<file path="src/rtl/mult_pkg.sv">
// Shared definitions for the operand-multiple generator and the partial-product
// mux array that consumes its bank.
package mult_pkg;

  typedef enum logic [1:0] {
    IDLE = 2'd0,
    CALC = 2'd1,
    DONE = 2'd2
  } mg_state_e;

  // Width of one multiple: wide enough to hold num_mult * A in either signedness.
  function automatic int mg_out_w(input int size, input int num_mult);
    return size + $clog2(num_mult + 1);
  endfunction

endpackage

</file>
<file path="src/rtl/multiple_gen_seq.sv">
// Sequential generator of 1*A .. NUM_MULT*A using one shared adder and a
// register bank; one new multiple per cycle, full width, signed or unsigned.
module multiple_gen_seq
  import mult_pkg::*;
#(
  parameter int SIZE     = 18,
  parameter int NUM_MULT = 4
) (
  input  logic                                             clk_i,
  input  logic                                             rst_ni,
  input  logic                                             in_valid_i,
  output logic                                             in_ready_o,
  input  logic [SIZE-1:0]                                  a_i,
  input  logic                                             signed_i,
  output logic                                             out_valid_o,
  input  logic                                             out_ready_i,
  output logic [NUM_MULT*mult_pkg::mg_out_w(SIZE, NUM_MULT)-1:0] multiples_o
);

  localparam int OUT_W = mg_out_w(SIZE, NUM_MULT);
  localparam int IDX_W = $clog2(NUM_MULT + 1);

  mg_state_e               state, state_nxt;
  logic [IDX_W-1:0]        idx;
  logic                    last;
  logic signed [OUT_W-1:0] a_ext;
  logic signed [OUT_W-1:0] a_in_ext;
  logic signed [OUT_W-1:0] bank [1:NUM_MULT];
  logic signed [OUT_W-1:0] prev;
  logic signed [OUT_W-1:0] sum;

  function automatic logic signed [OUT_W-1:0] extend(input logic [SIZE-1:0] a,
                                                     input logic           s);
    logic signed [OUT_W-1:0] r;
    r = s ? {{(OUT_W-SIZE){a[SIZE-1]}}, a} : {{(OUT_W-SIZE){1'b0}}, a};
    return r;
  endfunction

  assign a_in_ext = extend(a_i, signed_i);
  assign last     = (idx == IDX_W'(NUM_MULT));

  always_ff @(posedge clk_i) begin
    if (!rst_ni) state <= IDLE;
    else         state <= state_nxt;
  end

  always_comb begin
    state_nxt = state;
    case (state)
      IDLE:    if (in_valid_i)  state_nxt = CALC;
      CALC:    if (last)        state_nxt = DONE;
      DONE:    if (out_ready_i) state_nxt = IDLE;
      default:                  state_nxt = IDLE;
    endcase
  end

  assign in_ready_o  = rst_ni && (state == IDLE);
  assign out_valid_o = (state == DONE);

  // Shared adder: previous multiple selected by the index counter, plus A.
  always_comb begin
    prev = '0;
    for (int k = 1; k < NUM_MULT; k++) begin
      if (idx == IDX_W'(k + 1)) prev = bank[k];
    end
    sum = prev + a_ext;
  end

  always_ff @(posedge clk_i) begin
    if (!rst_ni) begin
      a_ext <= '0;
      idx   <= '0;
      for (int k = 1; k <= NUM_MULT; k++) bank[k] <= '0;
    end else begin
      case (state)
        IDLE: begin
          if (in_valid_i) begin
            a_ext   <= a_in_ext;
            bank[1] <= a_in_ext;
            idx     <= IDX_W'(2);
          end
        end
        CALC: begin
          for (int k = 2; k <= NUM_MULT; k++) begin
            if (idx == IDX_W'(k)) bank[k] <= sum;
          end
          if (!last) idx <= idx + 1'b1;
        end
        default: ;
      endcase
    end
  end

  for (genvar k = 1; k <= NUM_MULT; k++) begin : g_out
    assign multiples_o[(k-1)*OUT_W +: OUT_W] = bank[k];
  end

endmodule
</file>
<file path="config.mk">
export PLATFORM = sky130hd
export DESIGN_NAME = multiple_gen_seq
export DESIGN_NICKNAME = d
export VERILOG_FILES = /design/src/rtl/mult_pkg.sv /design/src/rtl/multiple_gen_seq.sv
export SDC_FILE = /design/constraint.sdc
export NUM_CORES = 1
export LEC_CHECK = 0
export BUFFER_PORTS_ARGS = -buffer_cell sky130_fd_sc_hd__buf_2
export CORE_ASPECT_RATIO = 1.4
export CORE_MARGIN = 2
export CORE_UTILIZATION = 50
export DETAILED_ROUTE_END_ITERATION = 12
export PLACE_DENSITY = 0.84
export SLEW_MARGIN = 10
export SYNTH_ARGS = -nofsm -noshare
export SYNTH_HDL_FRONTEND = slang
export SYNTH_SLANG_ARGS = --single-unit
</file>
<file path="constraint.sdc">
create_clock -name clk_i -period 3.4 [get_ports clk_i]
set_input_delay 0.68 -clock clk_i [delete_from_list [all_inputs] [get_ports clk_i]]
set_output_delay 0.68 -clock clk_i [all_outputs]
set_load 0.05 [all_outputs]
</file>
; ---- Word level (Yosys, flattened, before mapping)
; Memories as Yosys holds them, arrays and structs flattened.
; Cells that the tools add are included.
[totals]
reg_bits = 26
ram_bits = 84
input_bits = 23
output_inout_bits = 86
word_cells = 57
n_memories = 1
[classes]
n_addsub = 2
eq_ne = 9
n_mux = 32
bitwise = 4
n_reduce_logical = 6
[memory_table]
columns = memory, depth, word_bits, read_ports, rd_clocked_by_memory_dff, wr, line
row1 = bank, 4, 21, 4, 0, 4, multiple_gen_seq.sv:28  ; logic signed [OUT_W-1:0] bank [1:NUM_MULT];
[ops]
columns = cell, n
row1 = $mux W21, 8
row2 = $add A21 B21 Y21, 1
row3 = $mux W1, 17
row4 = $eq A3 B2 Y1 const B, 2
row5 = $mux W2, 3
row6 = $mux W3, 2
row7 = $ne A2 B2 Y1 const B, 3
row8 = $pmux W2 S3, 1
row9 = $pmux W3 S2, 1
row10 = $reduce_and A3 Y1, 2
row11 = $or A1 B1 Y1, 4
row12 = $add A3 B1 Y3 const B, 1
row13 = $eq A3 B3 Y1 const B, 1
row14 = $eq A2 B1 Y1 const B, 1
row15 = $eq A2 B2 Y1 const B, 1
row16 = $logic_not A2 Y1, 1
row17 = $ne A2 B1 Y1 const B, 1
row18 = $reduce_and A2 Y1, 1
row19 = $reduce_bool A2 Y1, 1
row20 = $logic_and A1 B1 Y1, 1

; ---- Logic depth before layout (Yosys ltp)
[depth]
word_depth = 6
mapped_depth = 18
mapped_depth_nobuf = 16

; ---- Least setup slack after synthesis
; OpenSTA, ideal clock, no wires.
[synth_path]
kind = reg-to-reg
startpoint = register idx[0]
endpoint = register, netlist name bank[0][102]
setup_time_ns = 0.267
t_arrival_ns = 3.150
required_time_ns = 3.133
path_slack_ns = -0.017
path_stages_with_launch = 19
path_buffers = 2
period_less_slack_ns = 3.417
path_cell_list = dfxtp_1 -> inv_1 -> ha_1 -> nor2b_1 -> buf_2 -> buf_1 -> nand2_1 -> nor2_1 -> a21oi_1 -> o21ai_0 -> ha_1 -> inv_1 -> fa_1 -> nand2b_1 -> a211oi_2 -> o21ai_1 -> a311oi_2 -> o21a_1 -> nor3_1
[synth_lines]
columns = item, line
row1 = "start, declared", multiple_gen_seq.sv:24  ; logic [IDX_W-1:0] idx;
row2 = "start signal, assigned", multiple_gen_seq.sv:87  ; if (!last) idx <= idx + 1'b1;

==> flow_summary.ini <==
[status]
status = finished clean

[clocking]
ctsLongestPathBuffers = 2
clk_latency_ns = 0.35
cts_hold_buffers = 0
clock-sinks = 106
cts_root_buffer = sky130_fd_sc_hd__clkbuf_16
cts.clk_slew.worst_paths_ns = 0.07
clock_tree_from_tritoncts = built
numCtsBuffers = 9
htree_num_levels = 3

[floorplanning]
die_w_um = 91.9
pin_count = 109
row_count = 44
start_util_pct = 51.7
dieHeight_um = 127
die_area_mm2 = 0.0117
core_area_mm2 = 0.0105

[power]
power.share.switching_pct = 30.5
power.sequential.fraction_pct = 48.7
cellLeakagePower_nw = 2.95
vdd.ir_drop.worst_uv = 293
p_per_area_mw_per_mm2 = 460
clock_power_share_pct = 32.3
power.internal_mw = 2.16
p_switching_mw = 0.948
power_frac_comb_pct = 19.0

[placement]
dpl.cell_count = 789
preCtsSetupSlack_ns = -0.103
place.detailed.hpwl_um = 11200
finalWeightedCongestion = 0.933
io_buffer_count = 108

[yosys]
synth-seq-cells = 106
post_synth_xor_area_fraction_pct = 1.78
gate_count_post_synth = 540
synth_fa_ha_area_share_pct = 5.92
seq_area_frac_synth_pct = 54.4
syn_area_mm2 = 0.00541
synth_enable_flop_cells = 82
synth_top_family_by_area = simple AND/OR/NAND/NOR gates
syn-num-nets = 588
avg_cell_area_syn_um2 = 10.0
synth_cell_types = 49
number_of_warning_messages_in_the_yosys_log = 0
ys_dominant_reg_cell = sky130_fd_sc_hd__edfxtp_1
muxShareOfSynthArea_pct = 0.555
post_synth_and_or_nand_nor_area_fraction_pct = 19.1
synth_async_sr_flop_share_pct = 0
synth-compound-area-share_pct = 15.0

[timing]
final-setup-viol-count = 0
timing.final.ws_setup_ns = 0.0902
max_frequency_mhz = 302
maxSlewHeadroom_pct = 25.4
finalCritPeriodShare_pct = 97.3
worstMarginPinSlew_ns = 1.12
finalCriticalPeriod_ns = 3.31
slew_violations = 0
final-hold-violation-count = 0
setup_repair_after_global_routing_missed_its_margin = true
timing.clock.skew_ns = 0.00824

[routing]
wl_um = 15200
routedWlPerCell_um = 18.8
antenna_left = 0
first_drt_pass_iteration_count = 7
vias = 4644
detail_route.vias_per_cell = 5.73
drt_drc_violations_left = 0
drt-initial-drc-count = 357

[setup_path]
cp.depth = 13
critPathMaxFanout = 20
critical_path_arrival_ns = 3.47
cp_slowest_cell = sky130_fd_sc_hd__or3_4
worst_path_largest_cell_delay_ns = 0.39
reg2reg_depth = 13
rrSetupSlack_ns = 0.09
timing.rr.start = idx[0]
crit_end = bank[0][83]
cp_startpoint_kind = register
worstReg2RegEnd = bank[0][83]
critPathKind = register to register
critical_path.cell_chain = inv_2, ha_1, and2_1, buf_4, nand2_1, o21ai_0, ha_2, a21oi_1, o21bai_2, o21ai_0, a21oi_2, or3_4, a21oi_1
cp-startpoint = idx[0]
cp.required_ns = 3.56
crit_buf_inv = 2
cp-end-kind = register
critPathTopFamily = compound AO/OA/AOI/OAI gates

[finish]
nets = 715
drive_gt1_share_pct = 30.7
antennaDiodeCount = 0
area_growth_pct = 25.0
fin_cells = 810

[global_routing]
grt_overflow_total = 0
grt_start_max_net_pins = 22
initial_antenna_violation_count = 0
grt_use_total_pct = 26.1
via_count_of_the_first_global_routing_pass = 4452
global_route_wire_length_before_repair_um = 23100

[min_path]
hold_path.class = register to register

[flow_run]
cap_viol_max_count = 0
placed cells by master (no fill, tap or decap), types with 3 or more instances in the layout:
| cell type | netlist | layout |
|---|---|---|
| sky130_fd_sc_hd__xnor2_2 | 0 | 4 |
| sky130_fd_sc_hd__a21oi_1 | 48 | 45 |
| sky130_fd_sc_hd__a31oi_1 | 5 | 5 |
| sky130_fd_sc_hd__nand3_1 | 7 | 7 |
| sky130_fd_sc_hd__o21ai_1 | 5 | 9 |
| sky130_fd_sc_hd__buf_2 | 4 | 108 |
| sky130_fd_sc_hd__nor3b_1 | 13 | 12 |
| sky130_fd_sc_hd__o21ai_0 | 32 | 24 |
| sky130_fd_sc_hd__dfxtp_1 | 24 | 22 |
| sky130_fd_sc_hd__mux2i_1 | 3 | 3 |
| sky130_fd_sc_hd__nor2_1 | 78 | 76 |
| sky130_fd_sc_hd__and2_1 | 20 | 20 |
| sky130_fd_sc_hd__clkbuf_16 | 0 | 9 |
| sky130_fd_sc_hd__a21oi_2 | 0 | 3 |
| sky130_fd_sc_hd__nand4_1 | 3 | 3 |
| sky130_fd_sc_hd__nor3_2 | 0 | 6 |
| sky130_fd_sc_hd__o21ai_2 | 1 | 5 |
| sky130_fd_sc_hd__buf_4 | 2 | 32 |
| sky130_fd_sc_hd__xor2_1 | 4 | 4 |
| sky130_fd_sc_hd__edfxtp_1 | 82 | 82 |
| sky130_fd_sc_hd__nand2b_1 | 4 | 3 |
| sky130_fd_sc_hd__and3_1 | 3 | 3 |
| sky130_fd_sc_hd__ha_1 | 24 | 17 |
| sky130_fd_sc_hd__nand2_1 | 64 | 64 |
| sky130_fd_sc_hd__ha_2 | 0 | 5 |
| sky130_fd_sc_hd__xnor2_1 | 7 | 3 |
| sky130_fd_sc_hd__nor3_1 | 13 | 7 |
| sky130_fd_sc_hd__inv_1 | 16 | 14 |
| sky130_fd_sc_hd__a21o_1 | 24 | 24 |
| sky130_fd_sc_hd__nor2b_1 | 4 | 3 |
through the flow:
stage / hold slack, ns / TNS, ns / power (mW) / area [um^2] / util [%]
final: 0.497 / 0 / 3.11 / 6760 / 64.7
after global routing: 0.522 / -0.505 / 3.21 / 6760 / 64.7
after CTS: 0.499 / 0 / 3.09 / 6590 / 63.0
after detailed placement: 0.485 / -0.880 / 2.10 / 6250 / 59.7
after global placement: 0.473 / -0.162 / 2.09 / 6250 / 59.7
after floorplan: 0.433 / 0 / 1.92 / 5410 / -
worst register-to-register path: stages, from the launching register on:
cell and delay [ns]:
sky130_fd_sc_hd__dfxtp_2 0.34, sky130_fd_sc_hd__inv_2 0.08, sky130_fd_sc_hd__ha_1 0.19, sky130_fd_sc_hd__and2_1 0.32
sky130_fd_sc_hd__buf_4 0.31, sky130_fd_sc_hd__nand2_1 0.16, sky130_fd_sc_hd__o21ai_0 0.12, sky130_fd_sc_hd__ha_2 0.37
sky130_fd_sc_hd__a21oi_1 0.22, sky130_fd_sc_hd__o21bai_2 0.12, sky130_fd_sc_hd__o21ai_0 0.24, sky130_fd_sc_hd__a21oi_2 0.09
sky130_fd_sc_hd__or3_4 0.39, sky130_fd_sc_hd__a21oi_1 0.16
state kept, by name (all words and copies together) (netlist names):
signal / cells
state: 2
bank: 82
idx: 3
a_ext: 19
cell type report:
| cell class | count | area, um^2 |
|---|---|---|
| tap | 138 | 173 |
| multi-input combinational | 391 | 2470 |
| clock inverter | 6 | 48.8 |
| sequential | 106 | 2950 |
| fill | 854 | 3700 |
| timing repair buffer | 143 | 823 |
| inverter | 16 | 60.1 |
| clock buffer | 10 | 239 |
cell families after synthesis:
family / count (synthesis)
buf+inv: 43
fa+ha+maj: 25
simple gates: 218
xor+xnor: 11
flops: 106
compound gates: 134
mux: 3
worst min-delay path by stage:
stage             start       end  slack [ns]  cells past startpoint
2_1_floorplan  a_ext[0]  a_ext[0]        0.43                      1
3_3_place_gp   a_ext[2]  a_ext[2]        0.47                      1
3_5_place_dp   a_ext[4]  a_ext[4]        0.48                      1
4_1_cts        a_ext[4]  a_ext[4]        0.50                      1
5_1_grt        a_ext[4]  a_ext[4]        0.52                      1
6_report       a_ext[5]  a_ext[5]        0.50                      1
synth_stat cells (2+ instances only):
cell | n | area share (%)
sky130_fd_sc_hd__a211oi_1 | 2 | 0.28
sky130_fd_sc_hd__edfxtp_1 | 82 | 46
sky130_fd_sc_hd__o211ai_1 | 2 | 0.28
sky130_fd_sc_hd__a31oi_1 | 5 | 0.58
sky130_fd_sc_hd__nand3_1 | 7 | 0.65
sky130_fd_sc_hd__nor2b_1 | 4 | 0.46
sky130_fd_sc_hd__ha_1 | 24 | 5.6
sky130_fd_sc_hd__buf_4 | 2 | 0.28
sky130_fd_sc_hd__and3_1 | 3 | 0.35
sky130_fd_sc_hd__nand2b_1 | 4 | 0.46
sky130_fd_sc_hd__xor2_1 | 4 | 0.65
sky130_fd_sc_hd__nor3b_1 | 13 | 1.8
sky130_fd_sc_hd__nand4_1 | 3 | 0.35
sky130_fd_sc_hd__o21bai_1 | 3 | 0.42
sky130_fd_sc_hd__nor2_1 | 78 | 5.4
sky130_fd_sc_hd__and4_1 | 2 | 0.32
sky130_fd_sc_hd__nand2_1 | 64 | 4.4
sky130_fd_sc_hd__o21ai_1 | 5 | 0.46
sky130_fd_sc_hd__o21ai_0 | 32 | 3.0
sky130_fd_sc_hd__mux2i_1 | 3 | 0.56
sky130_fd_sc_hd__a211oi_2 | 2 | 0.46
sky130_fd_sc_hd__dfxtp_1 | 24 | 8.9
sky130_fd_sc_hd__inv_1 | 16 | 1.1
sky130_fd_sc_hd__buf_2 | 4 | 0.37
sky130_fd_sc_hd__and2_1 | 20 | 2.3
sky130_fd_sc_hd__clkbuf_1 | 20 | 1.4
sky130_fd_sc_hd__a21o_1 | 24 | 3.3
sky130_fd_sc_hd__a21oi_1 | 48 | 4.4
sky130_fd_sc_hd__xnor2_1 | 7 | 1.1
sky130_fd_sc_hd__nor3_1 | 13 | 1.2
sky130_fd_sc_hd__o21a_1 | 2 | 0.28
repair_timing:
action / CTS / global route
gates cloned: 0 / 0
gates resized for setup: 13 / 37
buffers inserted: 0 / 5
endpoints found under the setup margin: 15 / 39
pin swaps: 4 / 12
power by group through the flow:
stage / Combinational (mW) / Sequential (mW) / Clock [mW]
floorplan: 0.219 / 1.70 / 0
global placement: 0.548 / 1.54 / 0
detailed placement: 0.557 / 1.54 / 0
CTS: 0.565 / 1.51 / 1.02
global route: 0.630 / 1.52 / 1.06
finish: 0.590 / 1.52 / 1.01
routing by layer:
layer	track usage [%]	part of all wire, %	vias to the layer above
met5	0	0	-
met4	13.5	3.3	0
met3	3.01	6.0	30
met2	47.5	53	208
met1	29.9	37	2229
li1	-	-	2177
Note: power is estimated with default switching activity, not from simulation.
